===== src/rtl/adpcm_pkg.sv =====
// rtl/adpcm_pkg.sv - IMA ADPCM tables, FSM encoding and arithmetic helpers
package adpcm_pkg;

    localparam int IDX_MAX = 88;

    localparam logic [14:0] STEP_TAB [0:88] = '{
        7, 8, 9, 10, 11, 12, 13, 14, 16, 17,
        19, 21, 23, 25, 28, 31, 34, 37, 41, 45,
        50, 55, 60, 66, 73, 80, 88, 97, 107, 118,
        130, 143, 157, 173, 190, 209, 230, 253, 279, 307,
        337, 371, 408, 449, 494, 544, 598, 658, 724, 796,
        876, 963, 1060, 1166, 1282, 1411, 1552, 1707, 1878, 2066,
        2272, 2499, 2749, 3024, 3327, 3660, 4026, 4428, 4871, 5358,
        5894, 6484, 7132, 7845, 8630, 9493, 10442, 11487, 12635, 13899,
        15289, 16818, 18500, 20350, 22385, 24623, 27086, 29794, 32767
    };

    localparam logic signed [4:0] IDX_TAB [0:7] = '{
        -5'sd1, -5'sd1, -5'sd1, -5'sd1, 5'sd2, 5'sd4, 5'sd6, 5'sd8
    };

    typedef enum logic [2:0] {
        ST_IDLE, ST_STEP, ST_B2, ST_B1, ST_B0, ST_UPD, ST_DONE
    } adpcm_st_t;

    function automatic logic signed [15:0] sat16(input logic signed [17:0] v);
        if (v > 18'sd32767)
            return 16'sh7fff;
        else if (v < -18'sd32768)
            return 16'sh8000;
        else
            return v[15:0];
    endfunction

    function automatic logic [6:0] clamp_idx(input logic [6:0] idx, input logic signed [4:0] delta);
        logic signed [8:0] s;
        s = $signed({2'b00, idx}) + 9'(delta);
        if (s < 9'sd0)
            return 7'd0;
        else if (s > 9'(IDX_MAX))
            return 7'(IDX_MAX);
        else
            return s[6:0];
    endfunction

endpackage


===== src/rtl/adpcm_step_rom.sv =====
// rtl/adpcm_step_rom.sv - registered step-size lookup indexed by step index
module adpcm_step_rom
    import adpcm_pkg::*;
(
    input  logic        clk,
    input  logic        rstn,
    input  logic [6:0]  addr,
    output logic [14:0] step
);

    always_ff @(posedge clk or negedge rstn) begin
        if (!rstn)
            step <= '0;
        else if (addr <= 7'(IDX_MAX))
            step <= STEP_TAB[addr];
        else
            step <= STEP_TAB[IDX_MAX];
    end

endmodule


===== src/rtl/adpcm_mc.sv =====
// rtl/adpcm_mc.sv - multi-channel IMA ADPCM encoder/decoder with toggle request handshake
module adpcm_mc
    import adpcm_pkg::*;
#(
    parameter int CH = 4,
    parameter int CW = (CH > 1) ? $clog2(CH) : 1
) (
    input  logic                 clk,
    input  logic                 rstn,
    input  logic                 enable,
    input  logic                 req,
    input  logic                 sel_rx,
    input  logic [CW-1:0]        ch_sel,
    input  logic signed [15:0]   rx_pcm,
    input  logic [3:0]           rx_adpcm,
    output logic                 ack,
    output logic [3:0]           tx_adpcm,
    output logic signed [15:0]   tx_pcm,
    output logic [CW-1:0]        tx_ch,
    output logic                 err
);

    adpcm_st_t st, nxt;

    logic                req_q, mode_q, sgn_q, bad_q;
    logic [CW-1:0]       ch_q;
    logic signed [15:0]  pcm_q;
    logic [3:0]          code_q;
    logic [14:0]         step_q, rom_step;
    logic [16:0]         d_q, vp_q;

    logic signed [15:0]  pred_arr [CH];
    logic [6:0]          idx_arr  [CH];

    logic                capture, do_upd, do_done, take;
    logic [CW-1:0]       rom_ch, cur_ch;
    logic signed [15:0]  pred_cur;
    logic [6:0]          idx_cur;
    logic signed [16:0]  diff;
    logic signed [17:0]  sum;
    logic [16:0]         w;
    logic [2:0]          bmask;

    function automatic logic in_range(input logic [CW-1:0] c);
        return int'(c) < CH;
    endfunction

    // The ROM is addressed from the live channel select so its output is ready in STEP.
    assign rom_ch   = in_range(ch_sel) ? ch_sel : '0;
    assign cur_ch   = bad_q ? '0 : ch_q;
    assign pred_cur = pred_arr[cur_ch];
    assign idx_cur  = idx_arr[cur_ch];
    assign diff     = {pcm_q[15], pcm_q} - {pred_cur[15], pred_cur};
    assign sum      = sgn_q ? $signed({{2{pred_cur[15]}}, pred_cur} - {1'b0, vp_q})
                            : $signed({{2{pred_cur[15]}}, pred_cur} + {1'b0, vp_q});

    adpcm_step_rom u_step_rom (
        .clk  (clk),
        .rstn (rstn),
        .addr (idx_arr[rom_ch]),
        .step (rom_step)
    );

    always_ff @(posedge clk or negedge rstn) begin
        if (!rstn)
            st <= ST_IDLE;
        else
            st <= nxt;
    end

    always_comb begin
        nxt = st;
        if (!enable) begin
            nxt = ST_IDLE;
        end else begin
            case (st)
                ST_IDLE: if (req != req_q) nxt = ST_STEP;
                ST_STEP: nxt = ST_B2;
                ST_B2:   nxt = ST_B1;
                ST_B1:   nxt = ST_B0;
                ST_B0:   nxt = ST_UPD;
                ST_UPD:  nxt = ST_DONE;
                default: nxt = ST_IDLE;
            endcase
        end
    end

    always_comb begin
        capture = enable && (st == ST_IDLE) && (req != req_q);
        do_upd  = enable && (st == ST_UPD);
        do_done = enable && (st == ST_DONE);
        w       = '0;
        bmask   = '0;
        case (st)
            ST_B2: begin w = {2'b00, step_q};         bmask = 3'b100; end
            ST_B1: begin w = {3'b000, step_q[14:1]};  bmask = 3'b010; end
            ST_B0: begin w = {4'b0000, step_q[14:2]}; bmask = 3'b001; end
            default: ;
        endcase
        take = mode_q ? |(code_q[2:0] & bmask) : (d_q >= w);
    end

    always_ff @(posedge clk or negedge rstn) begin
        if (!rstn) begin
            req_q    <= 1'b0;
            mode_q   <= 1'b0;
            sgn_q    <= 1'b0;
            bad_q    <= 1'b0;
            ch_q     <= '0;
            pcm_q    <= '0;
            code_q   <= '0;
            step_q   <= '0;
            d_q      <= '0;
            vp_q     <= '0;
            ack      <= 1'b0;
            err      <= 1'b0;
            tx_adpcm <= '0;
            tx_pcm   <= '0;
            tx_ch    <= '0;
        end else if (!enable) begin
            req_q <= req;
            ack   <= 1'b0;
            err   <= 1'b0;
        end else begin
            ack <= do_done;
            err <= do_done && bad_q;
            if (capture) begin
                req_q  <= req;
                mode_q <= sel_rx;
                ch_q   <= ch_sel;
                bad_q  <= !in_range(ch_sel);
                pcm_q  <= rx_pcm;
                code_q <= rx_adpcm;
            end
            case (st)
                ST_STEP: begin
                    step_q <= rom_step;
                    vp_q   <= {5'b0, rom_step[14:3]};
                    if (mode_q) begin
                        sgn_q <= code_q[3];
                    end else begin
                        sgn_q  <= diff[16];
                        d_q    <= diff[16] ? -diff : diff;
                        code_q <= {diff[16], 3'b000};
                    end
                end
                ST_B2, ST_B1, ST_B0: begin
                    if (take) begin
                        vp_q <= vp_q + w;
                        if (!mode_q) begin
                            d_q    <= d_q - w;
                            code_q <= code_q | {1'b0, bmask};
                        end
                    end
                end
                ST_UPD: begin
                    tx_ch <= ch_q;
                    if (bad_q) begin
                        tx_pcm   <= '0;
                        tx_adpcm <= '0;
                    end else begin
                        tx_pcm   <= sat16(sum);
                        tx_adpcm <= mode_q ? 4'h0 : code_q;
                    end
                end
                default: ;
            endcase
        end
    end

    // Flop arrays rather than RAM so that disabling clears every channel in one cycle.
    always_ff @(posedge clk or negedge rstn) begin
        if (!rstn) begin
            for (int i = 0; i < CH; i++) begin
                pred_arr[i] <= '0;
                idx_arr[i]  <= '0;
            end
        end else if (!enable) begin
            for (int i = 0; i < CH; i++) begin
                pred_arr[i] <= '0;
                idx_arr[i]  <= '0;
            end
        end else if (do_upd && !bad_q) begin
            pred_arr[cur_ch] <= sat16(sum);
            idx_arr[cur_ch]  <= clamp_idx(idx_cur, IDX_TAB[code_q[2:0]]);
        end
    end

endmodule

===== config.mk =====
export PLATFORM = sky130hd
export DESIGN_NAME = adpcm_mc
export DESIGN_NICKNAME = d
export VERILOG_FILES = /design/src/rtl/adpcm_pkg.sv /design/src/rtl/adpcm_step_rom.sv /design/src/rtl/adpcm_mc.sv
export SDC_FILE = /design/constraint.sdc
export NUM_CORES = 1
export LEC_CHECK = 0
export ABC_AREA = 1
export CAP_MARGIN = 20
export CELL_PAD_IN_SITES_DETAIL_PLACEMENT = 0
export CELL_PAD_IN_SITES_GLOBAL_PLACEMENT = 1
export CORE_MARGIN = 2
export CORE_UTILIZATION = 42
export DETAILED_ROUTE_END_ITERATION = 12
export HOLD_SLACK_MARGIN = 0.08
export PLACE_DENSITY = 0.77
export SLEW_MARGIN = 25
export SYNTH_ARGS = -nofsm -noshare
export SYNTH_HDL_FRONTEND = slang
export SYNTH_SLANG_ARGS = --single-unit
export TNS_END_PERCENT = 1

===== constraint.sdc =====
create_clock -name clk -period 3.4 [get_ports clk]
set_input_delay 0.68 -clock clk [delete_from_list [all_inputs] [get_ports clk]]
set_output_delay 0.68 -clock clk [all_outputs]
set_load 0.005 [all_outputs]

**Word-level counts from Yosys, hierarchy flattened**

Memories as Yosys holds them, arrays and structs flattened.
Index checks and enable logic that the tools add are counted.

- Reduce and logical (&&, ||, !) cells: 14
- Eq/ne operators: 13
- Multiplexer cells: 56
- Add/sub/neg operators: 7
- Magnitude comparators: 11
- Bitwise operators: 6

Operators with widths:

| kind | count |
|---|---|
| two-way mux 64 bit | 2 |
| two-way mux 16 bit | 7 |
| two-way mux 17 bit | 5 |
| one-hot mux 17 bit (2 select lines) | 2 |
| bitwise mux 64 bit | 1 |
| two-way mux 7 bit | 9 |
| two-way mux 28 bit | 2 |
| two-way mux 15 bit | 3 |
| one-hot mux 15 bit (3 select lines) | 1 |
| binary-select mux 16 bit (select 2 bit) | 1 |
| demux 16 bit (select 2 bit) | 1 |
| binary-select mux 7 bit (select 2 bit) | 2 |
| bitwise mux 28 bit | 1 |
| two-way mux 4 bit | 5 |
| adder 18 x 17 -> 18 bit | 1 |
| > comparator 18 x 16 -> 1 bit (second input constant) | 1 |
| < comparator 18 x 16 -> 1 bit (second input constant) | 1 |
| two-way mux 18 bit | 1 |
| one-hot mux 3 bit (6 select lines) | 1 |
| subtractor 18 x 17 -> 18 bit | 1 |
| adder 17 bit | 1 |
| >= comparator 17 bit | 1 |
| negator 17 bit | 1 |
| subtractor 16 x 16 -> 17 bit | 1 |
| other kinds (34) | 55 |

- Input port bits: 27
- Memory bits (read-only): 1960
- Output and inout port bits: 24
- Bits in registers: 207
- Memories: 2

Memories:

| memory | depth | width | read ports | clocked after Yosys merged registers in | write ports | line | RTL |
|---|---|---|---|---|---|---|---|
| (name not given) | 128 | 15 | 1 | 0 | 0 | adpcm_step_rom.sv:15 | `step <= STEP_TAB[addr];` |
| (name not given) | 8 | 5 | 1 | 0 | 0 | adpcm_mc.sv:185 | `idx_arr[cur_ch] <= clamp_idx(idx_cur, IDX_TAB[code_q[2:0]]);` |

**Depth between registers and ports, before layout**

- Depth after elaboration: 14
- Gate-level depth with buffers: 27

**Modules after synthesis**

From an unflattened synthesis, not the netlist that was laid out.

- Cells, all modules: 2211
- Area total of the unflattened synthesis: 15479.8 um^2

By module, submodules not included:

| module | area an instance (um^2) | cells each | times used | seq. area each (um^2) |
|---|---|---|---|---|
| adpcm_mc | 13546.7 | 1873 | 1 | 4804.6 |
| adpcm_step_rom | 1933.1 | 338 | 1 | 375.4 |

**Least setup slack after synthesis**

OpenSTA, ideal clock, no wires.

- Path type: register -> register
- From: reg ch_q[1]
- To: reg d_q[14]
- Path slack: -0.082 ns
- Path buffers: 2
- Arrival time: 3.367 ns
- Period minus slack after synthesis: 3.482 ns
- Stages on the path, launching flop included: 26
- Setup time: 0.115 ns
- Path through: dfrtp_1 > inv_2 > nor2_1 > clkbuf_1 > buf_1 > a22oi_1 > and2_1 > inv_1 > ha_1 > inv_1 > fa_1 > inv_1 > ha_1 > inv_1 > nor2_1 > nand3_1 > nor2_1 > nand3_1 > nor2_1 > nand4_1 > nand2_1 > nand2_1 > nand2_1 > nand2_1 > nor2_1 > nor2_1

- Longest elaborated chain between the ends: 9

RTL lines:

| element | line | RTL |
|---|---|---|
| start, declared | adpcm_mc.sv:26 | `logic [CW-1:0] ch_q;` |
| start signal, assigned | adpcm_mc.sv:130 | `ch_q <= ch_sel;` |
| NOT 2 -> 3 bit (implied by the code) (*) | adpcm_mc.sv:51 | `assign pred_cur = pred_arr[cur_ch];` |
| binary-select mux 16 bit (select 2 bit) (*) | adpcm_mc.sv:51 |  |
| two-way mux 16 bit (implied by the code) (*) (2 in series) | adpcm_mc.sv:51 |  |
| subtractor 16 x 16 -> 17 bit (*) | adpcm_mc.sv:53 | `assign diff = {pcm_q[15], pcm_q} - {pred_cur[15], pred_cur};` |
| negator 17 bit | adpcm_mc.sv:143 | `d_q <= diff[16] ? -diff : diff;` |
| two-way mux 17 bit (*) | adpcm_mc.sv:143 |  |
| two-way mux 17 bit (*) | adpcm_mc.sv:139 | `if (mode_q) begin` |
| one-hot mux 17 bit (2 select lines) (*) | adpcm_mc.sv:135 | `case (st)` |
| end signal, assigned | adpcm_mc.sv:143 |  |
| end signal, assigned | adpcm_mc.sv:151 | `d_q <= d_q - w;` |
| end, declared | adpcm_mc.sv:30 | `logic [16:0] d_q, vp_q;` |

Mark *: on every way between the ends. The rest lies on a longest branch, timed or not. The select of a mux whose other input is x is not followed.
A chain may end at the register's enable or synchronous reset.

**Worst setup path in the final report**

- From: reg ch_q[0]
- To: reg pred_arr[52] (netlist bit)

- Longest elaborated chain between the ends: 14
- Elaborated cells between the ends (all ways): 21
- Classes of those cells: 2 x add/sub; 4 x order compare; 13 x mux; 1 x bitwise; 1 x reduce/logical

RTL lines:

| element | line | RTL |
|---|---|---|
| NOT 2 -> 3 bit (implied by the code) (*) | adpcm_mc.sv:51, adpcm_mc.sv:184 |  |
| binary-select mux 16 bit (select 2 bit) | adpcm_mc.sv:51 |  |
| two-way mux 16 bit (implied by the code) (2 in series) | adpcm_mc.sv:51 |  |
| adder 18 x 17 -> 18 bit or subtractor 18 x 17 -> 18 bit (tied branches) | adpcm_mc.sv:55, adpcm_mc.sv:54 |  |
| two-way mux 18 bit | adpcm_mc.sv:54 | `assign sum = sgn_q ? $signed({{2{pred_cur[15]}}, pred_cur} - {1'b0, vp_q})` |
| < comparator 18 x 16 -> 1 bit | adpcm_pkg.sv:29 | `else if (v < -18'sd32768)` |
| two-way mux 16 bit | adpcm_pkg.sv:29 |  |
| two-way mux 16 bit | adpcm_pkg.sv:27 | `if (v > 18'sd32767)` |
| two-way mux 16 bit | adpcm_mc.sv:183 | `end else if (do_upd && !bad_q) begin` |
| two-way mux 16 bit | adpcm_mc.sv:178 | `end else if (!enable) begin` |
| bitwise mux 64 bit (*) | adpcm_mc.sv:184 | `pred_arr[cur_ch] <= sat16(sum);` |
| two-way mux 64 bit (*) | adpcm_mc.sv:183 |  |
| two-way mux 64 bit (*) | adpcm_mc.sv:178 |  |
| end signal, assigned by index | adpcm_mc.sv:184 |  |
| end, declared | adpcm_mc.sv:32 | `logic signed [15:0] pred_arr [CH];` |

Marks and branches as above.

==> results.yml <==
global_routing:
  grt_pass1_vias: 15700
  grt_use_total_pct: 27.0
  antenna_found_initial: 0
  grt.overflow.total: 0
  grt_first_pass_wirelength_microns: 81900
  grt_max_degree: 86
cells_and_area:
  multi_input_area_sq_um: 9980
  seq_area_sq_um: 5180
  nNetsFinal: 2609
  postLayoutCellArea_sq_um: 20800
  diodes: 0
  drive_gt1_share_pct: 26.9
  fillCellCount: 3382
  area_growth_pct: 36.2
  utilization_pct: 58.3
worst_hold_path:
  hp-class: "in2async"
timing:
  slew_headroom_pct: 51.0
  setup_viol: 0
  worst_pin_slew_ns: 0.734
  fmax_mhz: 297
  min_period_ns: 3.36
  slew_violations: 0
  hold_viol: 0
  clock_skew_ns: 0.0318
  fin_setup_tns_ns: 0
  min_period_over_period_pct: 98.9
  rsz0062_at_grt: "true"
clock_network:
  cts-root-buf: "clkbuf_16"
  cts_num_sinks: 207
  cts_made_buffers: 25
  insertion_delay_ns: 0.58
  h-tree-depth: 1
  hold_buffers: 0
  cts_tree: "built"
  clk_path_buf_depth: 3
  clk_pin_slew_ns: 0.06
yosys:
  yosys.area.top_type_share_pct: 33.9
  synth_cell_type_count: 63
  avgSynthCellArea_sq_um: 7.06
  async_flop_share_pct: 100
  yosysTopAreaCell: "dfrtp_1"
  synthFlopType: "dfrtp_1"
  ys_seq_area_share_pct: 33.9
  syn_nets: 2281
  synth_area_leaders: "dfrtp_1 (34%), nand2_1 (16%), ha_1 (6.8%)"
  synth_warnings: 0
  syn_inst: 2166
  syn_area_sq_um: 15300
  synth-edff-count: 0
  yosysMostFrequentCell: "nand2_1"
  synth-seq-cells: 207
  synth_top_cells_by_count: "nand2_1 (651), inv_1 (255), dfrtp_1 (207)"
worst_setup_path:
  critical_path_arrival_ns: 3.82
  crit_chain: "inv_2 -> nor2_4 -> buf_6 -> buf_4 -> a22oi_1 -> and2_2 -> inv_1 -> ha_1 -> nand2_2 -> o21ai_0 -> a21oi_2 -> nand2_2 -> nand2_1 -> nand3_1 -> nand2_2 -> nand2_4 -> inv_4 -> nand3_4 -> buf_12 -> nand2_2 -> nand2_1 -> nand2_1"
  worstPathRequired_ns: 3.85
  worstSetupPathType: "reg2reg"
  critPathCaptureType: "flop"
  cpLargestDelayFamily: "simple AND/OR/NAND/NOR gates"
  slowest_delay_ns: 0.46
  cp_num_buf_inv: 6
  cpMostUsedCell: "nand2_2"
  critical_path.slowest_cell: "dfrtp_2"
  worstSetupStartpointType: "flop"
  crit_fanout: 6
run:
  drv_cap: 0
power_and_ir_drop:
  switching_share_pct: 44.5
  finalPower_mw: 16.0
  clkPwrFrac_pct: 17.2
  seqPwrFrac_pct: 21.6
  p_switching_mw: 7.10
  pwr-share-comb_pct: 61.2
  p_per_area_nw_per_um2: 766
  ir_drop_mv: 0.365
  leakagePower_nw: 10.5
  p_int_mw: 8.85
drt:
  wl_per_cell_microns: 17.8
  ant_nets: 0
  routed_via_density: 5.36
  vias: 16000
  remaining_drc_errors: 0
  drt_wl_total_microns: 52900
  drt_first_iter_violations: 1015
  dr.pass1.iters: 5
floorplanning:
  core_sq_um: 35700
  die-area_sq_um: 38000
  start_util_pct: 42.8
  rows: 69
  die_w_microns: 195
  die_h_microns: 195
  ios: 51
place:
  io_buffers: 49
  hpwl_microns: 39600
  routabilityCongestion: 0.947
  dpl_cell_area_sq_um: 18400
run_status:
  status: "completed"
## repair_timing
action                                 CTS  global route
endpoints found under the hold margin    0             0
buffers inserted                         1            24
gates resized for setup                 21           297
pin swaps                                1            94
gates cloned                             0             8
setup endpoints to repair               96           133
## state kept, by name (all words and copies together), names as in the netlist, 2 cells and up
register / count
vp_q: 17
u_step_rom.step: 15
pcm_q: 16
ch_q: 2
tx_pcm: 16
d_q: 17
pred_arr: 64
idx_arr: 28
step_q: 15
tx_adpcm: 4
tx_ch: 2
st: 3
code_q: 4
## power groups by stage
stage,clock (mW),sequential [mW],combinational [mW]
2_1_floorplan,0,3.26,4.84
3_3_place_gp,0,3.43,8.15
3_5_place_dp,0,3.43,8.20
4_1_cts,2.79,3.40,8.34
5_1_grt,2.90,3.49,10.8
6_report,2.75,3.45,9.76
## cell families after synthesis
group                      synth area share, %
AOI/OAI and AO/OA                         17.0
xor gates and xnor gates                  2.87
and+or+nand+nor                           28.8
adders and majority gates                 7.44
other                                   0.0245
muxes                                     1.18
buffers and inverters                     8.78
DFF                                       33.9
## final timing paths
| path | from | end | slack, ns | cells past startpoint |
|---|---|---|---|---|
| min reg2reg | u_step_rom.step[1] | step_q[1] | 0.45 | 2 |
| max in group asynchronous | rstn | st[0] | 2.49 | 2 |
| max | ch_q[0] | pred_arr[52] | 0.04 | 22 |
| max reg2reg | ch_q[0] | pred_arr[52] | 0.04 | 22 |
| min | rstn | pcm_q[7] | 0.11 | 1 |
| min in group clk | u_step_rom.step[1] | step_q[1] | 0.45 | 2 |
## through the flow
step / hold WS, ns / setup slack (ns) / std cells
3_3_place_gp: 0.429 / -0.107 / 2896
4_1_cts: 0.145 / -0.0187 / 2943
6_report: 0.107 / 0.0372 / 2974
2_1_floorplan: 0.384 / 0.000594 / 2166
3_5_place_dp: 0.443 / -0.155 / 2896
5_1_grt: 0.172 / -0.130 / 2974
## final cells by class
cell class | count | area share (%)
multi-input cells | 1619 | 47.9
repair buffers | 372 | 15.6
well taps | 461 | 2.77
inverters | 269 | 4.89
clock inverters | 14 | 0.739
flip-flops and latches | 207 | 24.9
clock buffers | 32 | 3.27
## routing by layer
metal | track usage, % | share of wire (%)
met5 | 0 | 0
met4 | 9.64 | 3.6
met3 | 3.07 | 4.1
met2 | 45.6 | 48
met1 | 35.7 | 44
## placed cells by master, fill, tap and decap left out, types with 25 or more instances in the layout
cell type / n
buf_4: 288
nor2_1: 95
inv_1: 236
nand3_2: 25
xor2_1: 30
a22oi_1: 32
o21ai_0: 105
a21oi_1: 103
ha_4: 27
dfrtp_1: 205
nand2_1: 595
nand4_1: 26
ha_1: 52
nand2_2: 54
nand3_1: 124
inv_2: 29
o21ai_1: 35
clkdlybuf4s50_1: 48
clkbuf_16: 31
(Power assumes the default switching activity.)
